### src/rtl/irq_pic.sv
// -----------------------------------------------------------------------------
// irq_pic -- eight-input fixed-priority interrupt controller
//
// Request lines are synchronised (two flops), edge-detected against a history
// flop and latched into IRR. The winner is the lowest-numbered bit of
// IRR & ~IMR that sits strictly above (numerically below) the lowest in-service
// bit, giving fully nested operation. The CPU sees a registered `intr` and
// acknowledges with a one-cycle `inta`, after which `irq_vector` holds
// {BASE, winner} (or {BASE, 3'd7} for a spurious acknowledge).
//
// Ports
//   clk              system clock
//   reset            asynchronous, active-high reset
//   cs               chip select for the register window
//   data_m_addr      word select: 0 = MASK/BASE, 1 = IRR/ISR/EOI
//   data_m_data_in   16-bit write data
//   data_m_bytesel   byte enables, [0] low byte, [1] high byte
//   data_m_data_out  registered read data (0 when the access is not a read)
//   data_m_wr_en     1 = write, 0 = read
//   data_m_access    bus access strobe
//   data_m_ack       one-cycle access acknowledge
//   irqs             asynchronous request lines, bit 0 highest priority
//   intr             registered interrupt request to the CPU
//   inta             one-cycle interrupt acknowledge from the CPU
//   irq_vector       vector latched on inta
// -----------------------------------------------------------------------------
module irq_pic (
    input  logic        clk,
    input  logic        reset,
    input  logic        cs,
    input  logic        data_m_addr,
    input  logic [15:0] data_m_data_in,
    input  logic [1:0]  data_m_bytesel,
    output logic [15:0] data_m_data_out,
    input  logic        data_m_wr_en,
    input  logic        data_m_access,
    output logic        data_m_ack,
    input  logic [7:0]  irqs,
    output logic        intr,
    input  logic        inta,
    output logic [7:0]  irq_vector
);

    // Isolate the lowest set bit of a byte (two's-complement trick).
    function automatic logic [7:0] lowest_one(input logic [7:0] v);
        return v & (~v + 8'd1);
    endfunction

    // Encode a one-hot byte into its bit index; zero encodes as 0.
    function automatic logic [2:0] encode8(input logic [7:0] onehot);
        logic [2:0] idx;
        case (onehot)
            8'h01:   idx = 3'd0;
            8'h02:   idx = 3'd1;
            8'h04:   idx = 3'd2;
            8'h08:   idx = 3'd3;
            8'h10:   idx = 3'd4;
            8'h20:   idx = 3'd5;
            8'h40:   idx = 3'd6;
            8'h80:   idx = 3'd7;
            default: idx = 3'd0;
        endcase
        return idx;
    endfunction

    // ---------------------------------------------------------------------
    // State
    // ---------------------------------------------------------------------
    logic [7:0]  sync1_r;
    logic [7:0]  sync2_r;
    logic [7:0]  hist_r;
    logic [7:0]  irr_r;
    logic [7:0]  isr_r;
    logic [7:0]  imr_r;
    logic [4:0]  base_r;
    logic        intr_r;
    logic        ack_r;
    logic [15:0] rdata_r;
    logic [7:0]  vector_r;

    // ---------------------------------------------------------------------
    // Combinational decode
    // ---------------------------------------------------------------------
    logic [7:0]  rise_s;
    logic [7:0]  eligible_s;
    logic [7:0]  isr_low_s;
    logic [7:0]  nest_mask_s;
    logic [7:0]  cand_s;
    logic [7:0]  grant_s;
    logic [2:0]  win_idx_s;
    logic        win_valid_s;
    logic        bus_cycle_s;
    logic        bus_wr_s;
    logic        wr_word0_s;
    logic        eoi_s;
    logic [7:0]  eoi_mask_s;
    logic [7:0]  irr_next_s;
    logic [7:0]  isr_next_s;
    logic [15:0] rd_word_s;
    logic [7:0]  vector_next_s;

    // Request-line synchroniser and edge history.
    always_ff @(posedge clk or posedge reset) begin
        if (reset) begin
            sync1_r <= 8'h00;
            sync2_r <= 8'h00;
            hist_r  <= 8'h00;
        end else begin
            sync1_r <= irqs;
            sync2_r <= sync1_r;
            hist_r  <= sync2_r;
        end
    end

    // Priority resolution against mask and in-service bits.
    always_comb begin
        rise_s      = sync2_r & ~hist_r;
        eligible_s  = irr_r & ~imr_r;
        isr_low_s   = lowest_one(isr_r);
        // Bits strictly below the lowest in-service bit; with ISR = 0 the
        // subtraction wraps to 8'hFF and every eligible bit qualifies.
        nest_mask_s = isr_low_s - 8'd1;
        cand_s      = eligible_s & nest_mask_s;
        grant_s     = lowest_one(cand_s);
        win_valid_s = (cand_s != 8'h00);
        win_idx_s   = encode8(grant_s);
    end

    // Bus decode and read-data selection.
    always_comb begin
        bus_cycle_s = cs & data_m_access;
        bus_wr_s    = bus_cycle_s & data_m_wr_en;
        wr_word0_s  = bus_wr_s & ~data_m_addr;
        eoi_s       = bus_wr_s & data_m_addr & data_m_bytesel[0];
        if (data_m_addr) begin
            rd_word_s = {isr_r, irr_r};
        end else begin
            rd_word_s = {base_r, 3'b000, imr_r};
        end
    end

    // Next IRR/ISR: acknowledge, end-of-interrupt and new edges combined.
    always_comb begin
        irr_next_s = irr_r;
        isr_next_s = isr_r;
        // EOI targets the lowest in-service bit as seen before any acknowledge
        // in the same cycle; the granted bit is always a different bit.
        if (eoi_s) begin
            eoi_mask_s = isr_low_s;
        end else begin
            eoi_mask_s = 8'h00;
        end
        if (inta && win_valid_s) begin
            irr_next_s = irr_r & ~grant_s;
            isr_next_s = isr_r | grant_s;
        end else begin
            irr_next_s = irr_r;
            isr_next_s = isr_r;
        end
        isr_next_s = isr_next_s & ~eoi_mask_s;
        // A fresh edge is ORed in last so it survives a same-cycle clear.
        irr_next_s = irr_next_s | rise_s;
    end

    // Vector presented for this acknowledge (spurious uses index 7).
    always_comb begin
        if (win_valid_s) begin
            vector_next_s = {base_r, win_idx_s};
        end else begin
            vector_next_s = {base_r, 3'd7};
        end
    end

    // Mask and vector-base registers.
    always_ff @(posedge clk or posedge reset) begin
        if (reset) begin
            imr_r  <= 8'hFF;
            base_r <= 5'b00001;
        end else if (wr_word0_s) begin
            if (data_m_bytesel[0]) begin
                imr_r <= data_m_data_in[7:0];
            end
            if (data_m_bytesel[1]) begin
                base_r <= data_m_data_in[15:11];
            end
        end
    end

    // Request and in-service registers.
    always_ff @(posedge clk or posedge reset) begin
        if (reset) begin
            irr_r <= 8'h00;
            isr_r <= 8'h00;
        end else begin
            irr_r <= irr_next_s;
            isr_r <= isr_next_s;
        end
    end

    // CPU-side outputs: registered intr and the latched vector.
    always_ff @(posedge clk or posedge reset) begin
        if (reset) begin
            intr_r   <= 1'b0;
            vector_r <= 8'h00;
        end else begin
            intr_r <= win_valid_s;
            if (inta) begin
                vector_r <= vector_next_s;
            end
        end
    end

    // Bus acknowledge and registered read data.
    always_ff @(posedge clk or posedge reset) begin
        if (reset) begin
            ack_r   <= 1'b0;
            rdata_r <= 16'h0000;
        end else begin
            ack_r <= bus_cycle_s;
            if (bus_cycle_s && !data_m_wr_en) begin
                rdata_r <= rd_word_s;
            end else begin
                rdata_r <= 16'h0000;
            end
        end
    end

    assign intr            = intr_r;
    assign irq_vector      = vector_r;
    assign data_m_ack      = ack_r;
    assign data_m_data_out = rdata_r;

endmodule
### config.mk
export PLATFORM = sky130hd
export DESIGN_NAME = irq_pic
export DESIGN_NICKNAME = d
export VERILOG_FILES = /design/src/rtl/irq_pic.sv
export SDC_FILE = /design/constraint.sdc
export NUM_CORES = 1
export LEC_CHECK = 0
export ABC_AREA = 1
export BUFFER_PORTS_ARGS = -buffer_cell sky130_fd_sc_hd__buf_2
export CAP_MARGIN = 25
export CELL_PAD_IN_SITES_DETAIL_PLACEMENT = 0
export CELL_PAD_IN_SITES_GLOBAL_PLACEMENT = 2
export CORE_ASPECT_RATIO = 0.9
export CORE_UTILIZATION = 36
export DETAILED_ROUTE_END_ITERATION = 12
export PLACE_DENSITY_LB_ADDON = 0.15
export SYNTH_ARGS = -nofsm -noshare
export SYNTH_HDL_FRONTEND = slang
export SYNTH_SLANG_ARGS = --single-unit
### constraint.sdc
create_clock -name clk -period 4 [get_ports clk]
set_input_delay 0.8 -clock clk [delete_from_list [all_inputs] [get_ports clk]]
set_output_delay 0.8 -clock clk [all_outputs]
set_load 0.02 [all_outputs]
# After elaboration in Yosys (flattened, before gate mapping)
# Cells that the tools add are included.
# word_totals
ff_bits	79
out_inout_bits	26
# classes
n_addsub	3
eq_ne	7
n_mux	7
n_bitwise	21
n_reduce_logical	6
# ops
cell	count
8-bit bitwise AND	7
8-bit NOT	6
16-bit two-way mux	2
8-bit two-way mux	3
3-bit case mux with 7 select lines	1
8-bit by 1-bit adder with 8-bit output (second input constant)	2
8-bit bitwise OR	2
8-bit by 2-bit equality test with 1-bit output (second input constant)	1
8-bit by 3-bit equality test with 1-bit output (second input constant)	1
8-bit by 4-bit equality test with 1-bit output (second input constant)	1
8-bit by 5-bit equality test with 1-bit output (second input constant)	1
8-bit by 6-bit equality test with 1-bit output (second input constant)	1
8-bit by 7-bit equality test with 1-bit output (second input constant)	1
8-bit equality test (second input constant)	1
8-bit nonzero test	1
8-bit by 1-bit subtractor with 8-bit output (second input constant)	1
1-bit bitwise AND	5
2-bit AND reduction	2
3-bit two-way mux	1
1-bit logical AND	2
1-bit zero test	1
1-bit NOT	1

# Logic depth before layout (Yosys ltp)
# logic_depth
depth_word	12
ltp_mapped	10
mapped_depth_nobuf	10

# Least setup slack after synthesis
# No wires, ideal clock.
# synth_path
kind	input-to-reg
from	in cs
to	reg base_r[3]
setup_ps	125
arrival_time_ps	1547
slack_ps	2328
stages	6
n_path_buf	0
cell_sequence	nand2_1 > inv_1 > nand2_1 > inv_1 > nand3_1 > mux2_2
# synth_between
elab_chain_cells	4
# synth_rtl
element	line	rtl
from (decl)	30	input logic cs,
1-bit bitwise AND	131	bus_cycle_s = cs & data_m_access;
via bus_cycle_s	92	logic bus_cycle_s;
1-bit bitwise AND	132	bus_wr_s = bus_cycle_s & data_m_wr_en;
1-bit bitwise AND	133	wr_word0_s = bus_wr_s & ~data_m_addr;
2-bit AND reduction (no source line)	-	
to (signal assigned)	184	base_r <= data_m_data_in[15:11];
to (decl)	75	logic [4:0] base_r;
# The timed path passes the listed nets, and every way through them passes these cells.
# A chain may end at the register's enable or synchronous reset.

# Worst setup path after layout
# layout_path
from	in data_m_addr
to	reg imr_r[2]
# layout_between
elab_chain_cells	3
# layout_rtl
element	line	rtl
from (decl)	31	input logic data_m_addr,
1-bit NOT	133	
1-bit bitwise AND	133	
2-bit AND reduction (no source line)	-	
to (signal assigned)	181	imr_r <= data_m_data_in[7:0];
to (decl)	74	logic [7:0] imr_r;
# No other way between the ends.

==> flow_metrics.py <==
metrics = {
    "worst_setup_path": {
        "regToRegSetupSlack_ns": 2.49,
        "cp.required_ns": 4.28,
        "critPathKind": "in -> reg",
        "cp.arrival_ns": 2.33,
        "end_kind": "register",
        "path_max_fanout": 20,
        "critPathLaunchType": "input pin",
        "crit_start": "data_m_addr",
        "r2r_end": "irr_r[3]$_DFF_PP0_",
        "endpoint": "imr_r[2]$_DFFE_PP1P_",
        "r2r-start": "imr_r[0]$_DFFE_PP1P_",
        "ff2ff_path_depth": 9,
    },
    "synthesis": {
        "yosysSeqAreaShare": 0.631,
        "synth_top_cell_by_area": "dfrtp_1",
        "synth_seq_cells": 79,
        "ys.flop_type": "dfrtp_1",
        "avgSynthCellArea_um2": 9.76,
        "synth_common_cells": "70 x dfrtp_1, 65 x nand2_1, 53 x inv_1, 29 x nor2_1, 19 x o21ai_0",
        "syn_nets": 356,
        "synth_cell_types": 27,
        "syn_area_um2": 3150,
        "yosys_warnings": 0,
        "synth_most_common_cell": "dfrtp_1",
        "synthTopCellsByArea": "dfrtp_1 56%, nand2_1 7.7%, dfstp_2 7.5%",
        "synth_cells": 323,
        "synth_top_cell_area_share": 0.556,
        "synth_edf_count": 0,
        "async_flop_share": 1.00,
    },
    "routing": {
        "drt-pass1-iter-count": 4,
        "ant_nets": 0,
        "drcViolationCount": 0,
        "wl_per_cell_um": 12.4,
        "vias_per_cell": 4.31,
        "routed_wirelength_um": 6320,
        "drt_iter0_markers": 106,
        "vias": 2196,
    },
    "cts": {
        "ctsHoldBuffers": 0,
        "cts_htree_levels": 3,
        "clock-sinks": 79,
        "cts_resized": 0,
        "cts_buffers": 9,
        "cts_tree": "done",
        "cts-root-buf": "clkbuf_8",
        "worstSkewPairLatency_ns": 0.35,
        "clock_path_buffers": 2,
        "cts_setup_buffers": 0,
        "clkTransAtPathRegs_ns": 0.08,
    },
    "power_and_ir_drop": {
        "p_leak_nw": 2.05,
        "powerDensity_nw_per_um2": 518,
        "ir_worst_vdd_mv": 0.224,
    },
    "placement": {
        "port_buffers": 55,
        "dp_hpwl_um": 4610,
        "dp.cells": 493,
        "gp_congestion": 0.736,
        "postPlaceCellArea_um2": 3570,
    },
    "global_route": {
        "antenna_found_initial": 0,
        "grt.total_usage": 0.157,
        "grt_overflow": 0,
        "grt_max_degree": 31,
        "grt_first_pass_wirelength_um": 10700,
        "grt_pass1_vias": 2118,
    },
    "hold_path": {
        "hold_path.class": "reg -> reg",
    },
    "die": {
        "start_util": 0.370,
        "die_y_um": 90.8,
        "die_area_um2": 9140,
        "std_cell_rows": 32,
        "coreArea_um2": 8530,
        "die_x_um": 101,
        "ios": 59,
    },
    "sta": {
        "period_minus_slack_ns": 2.06,
        "setup_viol": 0,
        "tightestPinTransition_ns": 0.566,
        "slew_headroom": 0.622,
        "fin_setup_tns_ns": 0,
        "fin_crit_sh": 0.514,
        "drv_slew": 0,
        "clock_skew_ns": 0.00990,
        "hold_viol_final": 0,
        "max_freq_mhz": 487,
        "rsz0062_at_grt": "no",
    },
    "finish": {
        "drive_above_1_share": 0.284,
        "final_nets": 419,
        "area_growth_pct": 20.7,
        "finalNonFillerCells": 510,
        "stdcell_area_um2": 3810,
        "diodes": 0,
    },
    "status": {
        "status": "complete, no violations",
    },
    "run": {
        "cap_violations": 0,
    },
}
-- sequential cells by signal (all words and copies together) (netlist names) --
| name | flops |
|---|---|
| base_r | 5 |
| data_m_ack | 1 |
| data_m_data_out | 16 |
| hist_r | 8 |
| imr_r | 8 |
| intr | 1 |
| irq_vector | 8 |
| irr_r | 8 |
| isr_r | 8 |
| sync1_r | 8 |
| sync2_r | 8 |
-- cell families (layout without fill, tap and decap cells) --
group | count (synthesis) | count (layout) | share of synthesized area
AO/OA/AOI/OAI | 45 | 45 | 0.0782
buffers and inverters | 62 | 130 | 0.0750
flip-flops | 79 | 79 | 0.631
multiplexers | 4 | 4 | 0.0143
AND/OR/NAND/NOR | 133 | 133 | 0.202
-- worst max-delay path, stage by stage --
cell and delay, ns:
buf_2 0.21, inv_1 0.37, nand3_1 0.52, mux2_2 0.43
-- layer usage --
metal | wire, um | GRT usage | vias to the layer above
met5 | 0 | 0 | -
met1 | 3420 | 0.231 | 1026
met3 | 288 | 0.0550 | 4
met4 | 68 | 0.0471 | 0
li1 | - | - | 1122
met2 | 2540 | 0.215 | 44
-- final cells by class --
type / instances / area (um^2)
Timing Repair Buffer: 58 / 298
Inverter: 56 / 211
Fill cell: 870 / 4720
Clock inverter: 5 / 80.1
Clock buffer: 11 / 151
Multi-Input combinational cell: 182 / 928
Sequential cell: 79 / 1990
Tap cell: 119 / 149
-- placed cells by master, fill, tap and decap left out --
master,Yosys,final
nand3_4,2,2
a21oi_1,16,16
clkinvlp_4,0,2
nor3_1,8,8
buf_4,0,3
a21oi_2,2,2
dfrtp_1,70,70
inv_1,53,52
o21ai_2,3,3
nand4_1,1,1
nand3_1,10,10
dfstp_2,9,9
bufinv_16,0,2
o22ai_1,1,1
nand2_4,2,2
nor2_1,29,29
clkinv_2,0,2
nand2_2,3,3
o21ai_1,3,3
a31oi_1,1,1
clkinv_1,2,2
o21ai_0,19,19
buf_2,3,55
nor4_1,3,3
nor2_2,3,3
nand2_1,65,65
inv_2,1,1
mux2_2,4,4
nor2_4,3,3
clkbuf_8,0,11
nand3_2,4,4
-- metrics by stage --
stage	util	hold slack [ns]	worst slack, ns	total power [mW]
after floorplan	-	0.331	1.19	1.21
after global placement	0.418	0.334	1.57	1.32
after detailed placement	0.418	0.335	1.56	1.32
after CTS	0.445	0.354	1.94	2.00
after global routing	0.446	0.362	1.76	2.09
final	0.446	0.350	1.94	1.97
-- power by group --
group          internal (mW)  switching (mW)
clock                  0.384           0.290
sequential             0.901          0.0531
combinational          0.113           0.231
-- worst min path at each step --
| stage | startpoint | to | slack (ns) | cells past startpoint |
|---|---|---|---|---|
| floorplan | sync1_r[0]$_DFF_PP0_ | sync2_r[0]$_DFF_PP0_ | 0.33 | 0 |
| global placement | sync1_r[3]$_DFF_PP0_ | sync2_r[3]$_DFF_PP0_ | 0.33 | 0 |
| detailed placement | sync1_r[4]$_DFF_PP0_ | sync2_r[4]$_DFF_PP0_ | 0.33 | 0 |
| CTS | sync1_r[4]$_DFF_PP0_ | sync2_r[4]$_DFF_PP0_ | 0.35 | 0 |
| global route | sync1_r[2]$_DFF_PP0_ | sync2_r[2]$_DFF_PP0_ | 0.36 | 0 |
| finish | sync1_r[4]$_DFF_PP0_ | sync2_r[4]$_DFF_PP0_ | 0.35 | 0 |
No activity file was read; power rests on OpenSTA's default activity.
